==> config.mk <==
export PLATFORM = sky130hd
export DESIGN_NAME = dino_game_sequencer
export DESIGN_NICKNAME = d
export VERILOG_FILES = /design/src/rtl/dino_pkg.sv /design/src/rtl/button_debouncer.sv /design/src/rtl/dino_game_sequencer.sv
export SDC_FILE = /design/constraint.sdc
export NUM_CORES = 1
export LEC_CHECK = 0
export CORE_AREA = 2 2 78 72
export DETAILED_ROUTE_END_ITERATION = 6
export DIE_AREA = 0 0 80 74
export PLACE_DENSITY = 0.73
export REMOVE_ABC_BUFFERS = 1
export SYNTH_ARGS = -nofsm -noshare
export SYNTH_HDL_FRONTEND = slang
export SYNTH_SLANG_ARGS = --single-unit
==> constraint.sdc <==
create_clock -name clk -period 3.9 [get_ports clk]
set_clock_uncertainty 0.15 [all_clocks]
set_input_delay 0.585 -clock clk [delete_from_list [all_inputs] [get_ports clk]]
set_output_delay 0.585 -clock clk [all_outputs]
set_load 0.005 [all_outputs]
==> src/rtl/dino_pkg.sv <==
`default_nettype none
// ============================================================================
//  Module      : dino_pkg
//  Description : Shared definitions for the dino runner game. Holds the
//                game-state encoding and the default ground line so the
//                sequencer and the VGA renderer agree on both.
//  Ports       : (package - no ports)
//  Revision    : 1.0 - initial release
// ============================================================================
package dino_pkg;

    // Game-state encoding, visible on the sequencer's state output
    localparam logic [1:0] ST_IDLE_ENC = 2'b00;
    localparam logic [1:0] ST_RUN_ENC  = 2'b01;
    localparam logic [1:0] ST_JUMP_ENC = 2'b10;
    localparam logic [1:0] ST_OVER_ENC = 2'b11;

    typedef enum logic [1:0] {
        S_IDLE = ST_IDLE_ENC,
        S_RUN  = ST_RUN_ENC,
        S_JUMP = ST_JUMP_ENC,
        S_OVER = ST_OVER_ENC
    } state_t;

    // Bottom y-coordinate of the dino when standing on the ground
    localparam int GROUND_Y_DEFAULT = 400;

endpackage : dino_pkg
`default_nettype wire

==> src/rtl/button_debouncer.sv <==
`default_nettype none
// ============================================================================
//  Module      : button_debouncer
//  Description : Conditions a raw, bouncing push button. Two-flop
//                synchronizer, stability counter and a registered one-cycle
//                pulse on the debounced rising edge (release is silent).
//  Ports       : clk       - system clock
//                reset     - synchronous, active-low reset
//                i_button  - raw asynchronous button level (high = pressed)
//                o_press   - one-cycle pulse per accepted press
//  Revision    : 1.0 - initial release
// ============================================================================
module button_debouncer #(
    parameter int DEBOUNCE_CYCLES = 1000000
) (
    input  logic clk,
    input  logic reset,
    input  logic i_button,
    output logic o_press
);

    // Counter only has to reach DEBOUNCE_CYCLES-1 before the level flips
    localparam int CNT_W = (DEBOUNCE_CYCLES > 1) ? $clog2(DEBOUNCE_CYCLES) : 1;
    localparam logic [CNT_W-1:0] c_cnt_last = CNT_W'(DEBOUNCE_CYCLES - 1);

    logic             r_sync1;
    logic             r_sync2;
    logic [CNT_W-1:0] r_cnt;
    logic             r_level;
    logic             r_level_d;
    logic             r_press;

    always_ff @(posedge clk) begin
        if (!reset) begin
            r_sync1   <= 1'b0;
            r_sync2   <= 1'b0;
            r_cnt     <= '0;
            r_level   <= 1'b0;
            r_level_d <= 1'b0;
            r_press   <= 1'b0;
        end else begin
            r_sync1 <= i_button;
            r_sync2 <= r_sync1;

            // The level flips on the DEBOUNCE_CYCLES-th consecutive sample
            // that disagrees with it; a single agreeing sample restarts.
            if (r_sync2 != r_level) begin
                if (r_cnt == c_cnt_last) begin
                    r_level <= r_sync2;
                    r_cnt   <= '0;
                end else begin
                    r_cnt <= r_cnt + CNT_W'(1);
                end
            end else begin
                r_cnt <= '0;
            end

            r_level_d <= r_level;
            r_press   <= r_level & ~r_level_d;
        end
    end

    assign o_press = r_press;

endmodule : button_debouncer
`default_nettype wire

==> src/rtl/dino_game_sequencer.sv <==
`default_nettype none
// ============================================================================
//  Module      : dino_game_sequencer
//  Description : Game-flow controller for the dino runner. Sequences
//                IDLE -> RUN <-> JUMP -> OVER -> IDLE, generates the dino's
//                vertical position once per frame and drives the enable and
//                clear strobes of the BCD score counter.
//  Ports       : clk                - 100 MHz system clock
//                reset              - synchronous, active-low reset
//                button_press       - raw bouncing push button
//                frame_tick         - one-cycle pulse per displayed frame
//                collision_detected - dino overlaps an obstacle (level)
//                dino_y             - dino bottom y-coordinate
//                jumping            - high while in JUMP
//                score_en           - one-cycle pulse per scored frame
//                score_clr          - one-cycle pulse clearing the score
//                game_over          - high while in OVER
//                state              - current state encoding
//  Revision    : 1.0 - initial release
// ============================================================================
module dino_game_sequencer
    import dino_pkg::*;
#(
    parameter int DEBOUNCE_CYCLES = 1000000,
    parameter int GROUND_Y        = GROUND_Y_DEFAULT,
    parameter int JUMP_HEIGHT     = 120,
    parameter int JUMP_STEP       = 8,
    parameter int Y_W             = 10
) (
    input  logic           clk,
    input  logic           reset,
    input  logic           button_press,
    input  logic           frame_tick,
    input  logic           collision_detected,
    output logic [Y_W-1:0] dino_y,
    output logic           jumping,
    output logic           score_en,
    output logic           score_clr,
    output logic           game_over,
    output logic [1:0]     state
);

    localparam logic [Y_W-1:0] c_ground = Y_W'(GROUND_Y);
    localparam logic [Y_W-1:0] c_height = Y_W'(JUMP_HEIGHT);
    localparam logic [Y_W-1:0] c_step   = Y_W'(JUMP_STEP);

    logic w_press;

    state_t         r_state;
    logic [Y_W-1:0] r_h;
    logic           r_up;
    logic [Y_W-1:0] r_dino_y;
    logic           r_jumping;
    logic           r_score_en;
    logic           r_score_clr;
    logic           r_game_over;

    logic [Y_W:0]   w_sum_up;
    logic [Y_W-1:0] w_h_up;
    logic [Y_W-1:0] w_h_dn;
    logic [Y_W-1:0] w_y_up;
    logic [Y_W-1:0] w_y_dn;

    button_debouncer #(
        .DEBOUNCE_CYCLES (DEBOUNCE_CYCLES)
    ) u_debouncer (
        .clk      (clk),
        .reset    (reset),
        .i_button (button_press),
        .o_press  (w_press)
    );

    // Candidate jump offsets for the rising and falling phases. The sum is
    // one bit wider so the clamp to JUMP_HEIGHT cannot be fooled by wrap.
    assign w_sum_up = {1'b0, r_h} + {1'b0, c_step};
    assign w_h_up   = (w_sum_up >= {1'b0, c_height}) ? c_height : w_sum_up[Y_W-1:0];
    assign w_h_dn   = (r_h <= c_step) ? '0 : (r_h - c_step);
    assign w_y_up   = c_ground - w_h_up;
    assign w_y_dn   = c_ground - w_h_dn;

    always_ff @(posedge clk) begin
        if (!reset) begin
            r_state     <= S_IDLE;
            r_h         <= '0;
            r_up        <= 1'b0;
            r_dino_y    <= c_ground;
            r_jumping   <= 1'b0;
            r_score_en  <= 1'b0;
            r_score_clr <= 1'b0;
            r_game_over <= 1'b0;
        end else begin
            r_score_en  <= 1'b0;
            r_score_clr <= 1'b0;

            case (r_state)
                S_IDLE: begin
                    if (w_press) begin
                        r_state     <= S_RUN;
                        r_score_clr <= 1'b1;
                        r_h         <= '0;
                        r_up        <= 1'b0;
                        r_dino_y    <= c_ground;
                    end
                end

                S_RUN: begin
                    // Collision wins over any press or tick in the same cycle
                    if (collision_detected) begin
                        r_state     <= S_OVER;
                        r_game_over <= 1'b1;
                    end else begin
                        if (frame_tick) begin
                            r_score_en <= 1'b1;
                        end
                        // Entering JUMP leaves h untouched; the first height
                        // change waits for the next tick.
                        if (w_press) begin
                            r_state   <= S_JUMP;
                            r_up      <= 1'b1;
                            r_jumping <= 1'b1;
                        end
                    end
                end

                S_JUMP: begin
                    if (collision_detected) begin
                        // dino_y freezes where the hit happened
                        r_state     <= S_OVER;
                        r_game_over <= 1'b1;
                        r_jumping   <= 1'b0;
                    end else if (frame_tick) begin
                        r_score_en <= 1'b1;
                        if (r_up) begin
                            r_h      <= w_h_up;
                            r_dino_y <= w_y_up;
                            if (w_h_up == c_height) begin
                                r_up <= 1'b0;
                            end
                        end else begin
                            r_h      <= w_h_dn;
                            r_dino_y <= w_y_dn;
                            // Landing returns to RUN on the same update
                            if (w_h_dn == '0) begin
                                r_state   <= S_RUN;
                                r_jumping <= 1'b0;
                            end
                        end
                    end
                end

                S_OVER: begin
                    if (w_press) begin
                        r_state     <= S_IDLE;
                        r_game_over <= 1'b0;
                        r_h         <= '0;
                        r_up        <= 1'b0;
                        r_dino_y    <= c_ground;
                    end
                end

                default: begin
                    r_state <= S_IDLE;
                end
            endcase
        end
    end

    assign dino_y    = r_dino_y;
    assign jumping   = r_jumping;
    assign score_en  = r_score_en;
    assign score_clr = r_score_clr;
    assign game_over = r_game_over;
    assign state     = r_state;

endmodule : dino_game_sequencer
`default_nettype wire

==> metrics <==
Met3 Wirelength=about 200 um; Worst Reg-to-Reg Cells=13; Worst Hold Path EP=u_debouncer.o_press; Slowest-stage cell, CP=dfxtp_1; Num CTS Buffers=5; post-detail-place hpwl=about 4400 um; Hold Buf Count CTS=0; Setup CP Type=register to register; hold path depth=1; DRC=0; Inst Count DP=approximately 420; GP Congestion=around 0.94; clock share of power=0.318; WL final=5890 um; Iter 0 DRT Violations=133; postcts setup bufs=0; Worst Path Max Fanout=13; WL met2=2760 um; fin. max-slew vios=0; worst slew pin tran=between 0.6 and 0.7 ns; Post-synth EDFFs=0; Register Area=~1000 um^2; Avg Vias per Cell=5.64; antenna cells=0; Max-cap violations=0; Pwr Total=0.00120 W; CTS resizes=0; Antenna Nets Post-Route=0; Placement Cell Area=3080 um^2; utilization after layout=0.624; slew margin rel.=0.570; Worst-path clk slew=about 0.1 ns; status=completed; FMAX=~290 MHz; clk buf depth=2; sequential area share after synthesis=0.355; CORE AREA=a little over 5000 um^2; Yosys cell types=60; most frequent cells in the layout=dfxtp_1 (51), nor2_1 (43), nand2_1 (34); hold path start=u_debouncer.r_level_d; FF-to-FF setup slack=0.45 ns; number of global-route vias before repair=between 2k and 2.5k; CP arrival=~3.5 ns; Pint=between 0.0008 and 0.0009 W; CTS root buf=clkbuf_8; logic gate share of total power=0.213; CP bufs+invs=1; Worst R2R Start=r_h[3]; CP Launch Type=register; Final setup viols=0; GRT Total Usage=0.213; RR Endpoint=dino_y[4]; M1 wire length=approximately 2900 um; I/O pin count=21; Fin. Hold Viols=0; Final Cycle Share=0.885; initial antenna violation count=0; Synth Cell Area=2880 um^2; delay-heaviest family, CP=compound AO/OA/AOI/OAI gates; Async S/R FF share, synth=0; Vias=~2.4k; H-tree levels=2; Rows=25; WP depth=13; worst-path cell chain=inv_2 -> ha_1 -> a31oi_1 -> o311ai_4 -> o21ai_4 -> nand2_1 -> ha_1 -> nand3b_1 -> xor2_1 -> mux2_1 -> o22ai_1 -> o2bb2ai_1 -> nand2_1; Reg power frac=0.469; Gate Count Post-Synth=around 340; setup tns final=0 ns; Seq cells post-synth=51; Max IR drop VDD=approximately 0.32 mV; Sw Share=0.303; area grow syn2layout=11.2%; DRT Pass-1 Iters=4; CTS tree=built; Top Layer Used=met4; layout cell share with drive strength beyond 1=0.0730; gr ovfl total=0; Die Ht=approximately 74 um; RSZ-0062 raised after global routing=no; Pwr Density=between 300 and 400 nW/um^2; crit-path max cell delay=between 0.6 and 0.7 ns; largest net degree at the start of global routing=21; commonest non-fill, non-tap cell in the layout=dfxtp_1; Initial Utilization=0.561; die span in x=80 um; Ys Warns=0; worst skew pair latency=0.31 ns; Cell Count, Final, Fillers Out=approximately 420; multi-input combinational cell area=about 1700 um^2; fin nets=371; net switching power=~0.00036 W; WP data required=around 4 ns; Worst setup EP type=register; min cycle time layout=between 3 and 4 ns; FILL cells=~470; Final Instance Area=roughly 3200 um^2; clock sink count=51; leakage power total=around 1.2 nW; Synth area leader=dfxtp_1; largest cells by area after synthesis=dfxtp_1 (35%), nor2_1 (5.6%), xor2_1 (5.5%); drt wl/cell=around 14 um; Hold Crit Class=register to register; Main synth FF type=dfxtp_1; global-route wire length before repair=approximately 10000 um; Port Buffers=20; Avg Synthesized Cell Area=8.44 um^2; post-synth top area share=0.355; die footprint=between 5000 and 6000 um^2
-- final cells by class --
class                           instances  area share
Clock inverter                          3      0.0149
Tap cell                               67      0.0262
Sequential cell                        51       0.319
Clock buffer                            5      0.0215
Inverter                               15      0.0176
Multi-Input combinational cell        259       0.531
Timing Repair Buffer                   23      0.0696
-- logic make-up (layout without fill, tap and decap cells) --
group,Yosys count,in the layout,share of synthesized area
and+or+nand+nor,148,148,0.265
AOI/OAI and AO/OA,63,63,0.160
DFF,51,51,0.355
buffers and inverters,31,46,0.0548
xor gates and xnor gates,30,30,0.0913
adders and majority gates,11,11,0.0478
muxes,7,7,0.0261
-- worst max path at each step --
stage	slack, ns	startpoint	end
5_1_grt	0.18	r_h[3]	dino_y[4]
4_1_cts	0.48	r_h[3]	dino_y[8]
2_1_floorplan	0.88	r_h[3]	dino_y[4]
3_5_place_dp	0.51	r_h[3]	dino_y[4]
3_3_place_gp	0.61	r_h[3]	dino_y[4]
6_report	0.45	r_h[3]	dino_y[4]
-- power groups by stage --
stage                     registers (W)  logic, W  clock network [W]
after floorplan                0.000568  0.000175                  0
after global placement         0.000572  0.000247                  0
after detailed placement       0.000573  0.000249                  0
after CTS                      0.000561  0.000251           0.000391
after global routing           0.000566  0.000288           0.000409
final                          0.000561  0.000255           0.000380
-- layer usage --
layer  track usage  vias up
li1              -     1218
met5             0        -
met4        0.0527        0
met1         0.299     1126
met2         0.343       37
met3        0.0400        6
-- state kept, by name, indices dropped and copies added (netlist names), 2 cells and up --
register           count
u_debouncer.r_cnt     20
state                  2
r_h                   10
dino_y                 9
-- Yosys cell counts, drive strengths merged (5+ instances only) --
| master | number |
|---|---|
| a21oi | 14 |
| and2 | 5 |
| and3 | 8 |
| buf | 11 |
| clkbuf | 5 |
| dfxtp | 51 |
| ha | 11 |
| inv | 15 |
| nand2 | 34 |
| nand3 | 14 |
| nand3b | 5 |
| nand4 | 6 |
| nor2 | 43 |
| nor3 | 7 |
| nor4 | 6 |
| o21ai | 14 |
| xnor2 | 12 |
| xor2 | 18 |
-- per-stage QoR --
| step | setup WS [ns] | hold WS [ns] |
|---|---|---|
| CTS | 0.481 | 0.251 |
| detailed placement | 0.515 | 0.230 |
| finish | 0.448 | 0.250 |
| global placement | 0.610 | 0.228 |
| floorplan | 0.876 | 0.217 |
| global route | 0.183 | 0.288 |
Note: power is estimated with default switching activity, not from simulation.
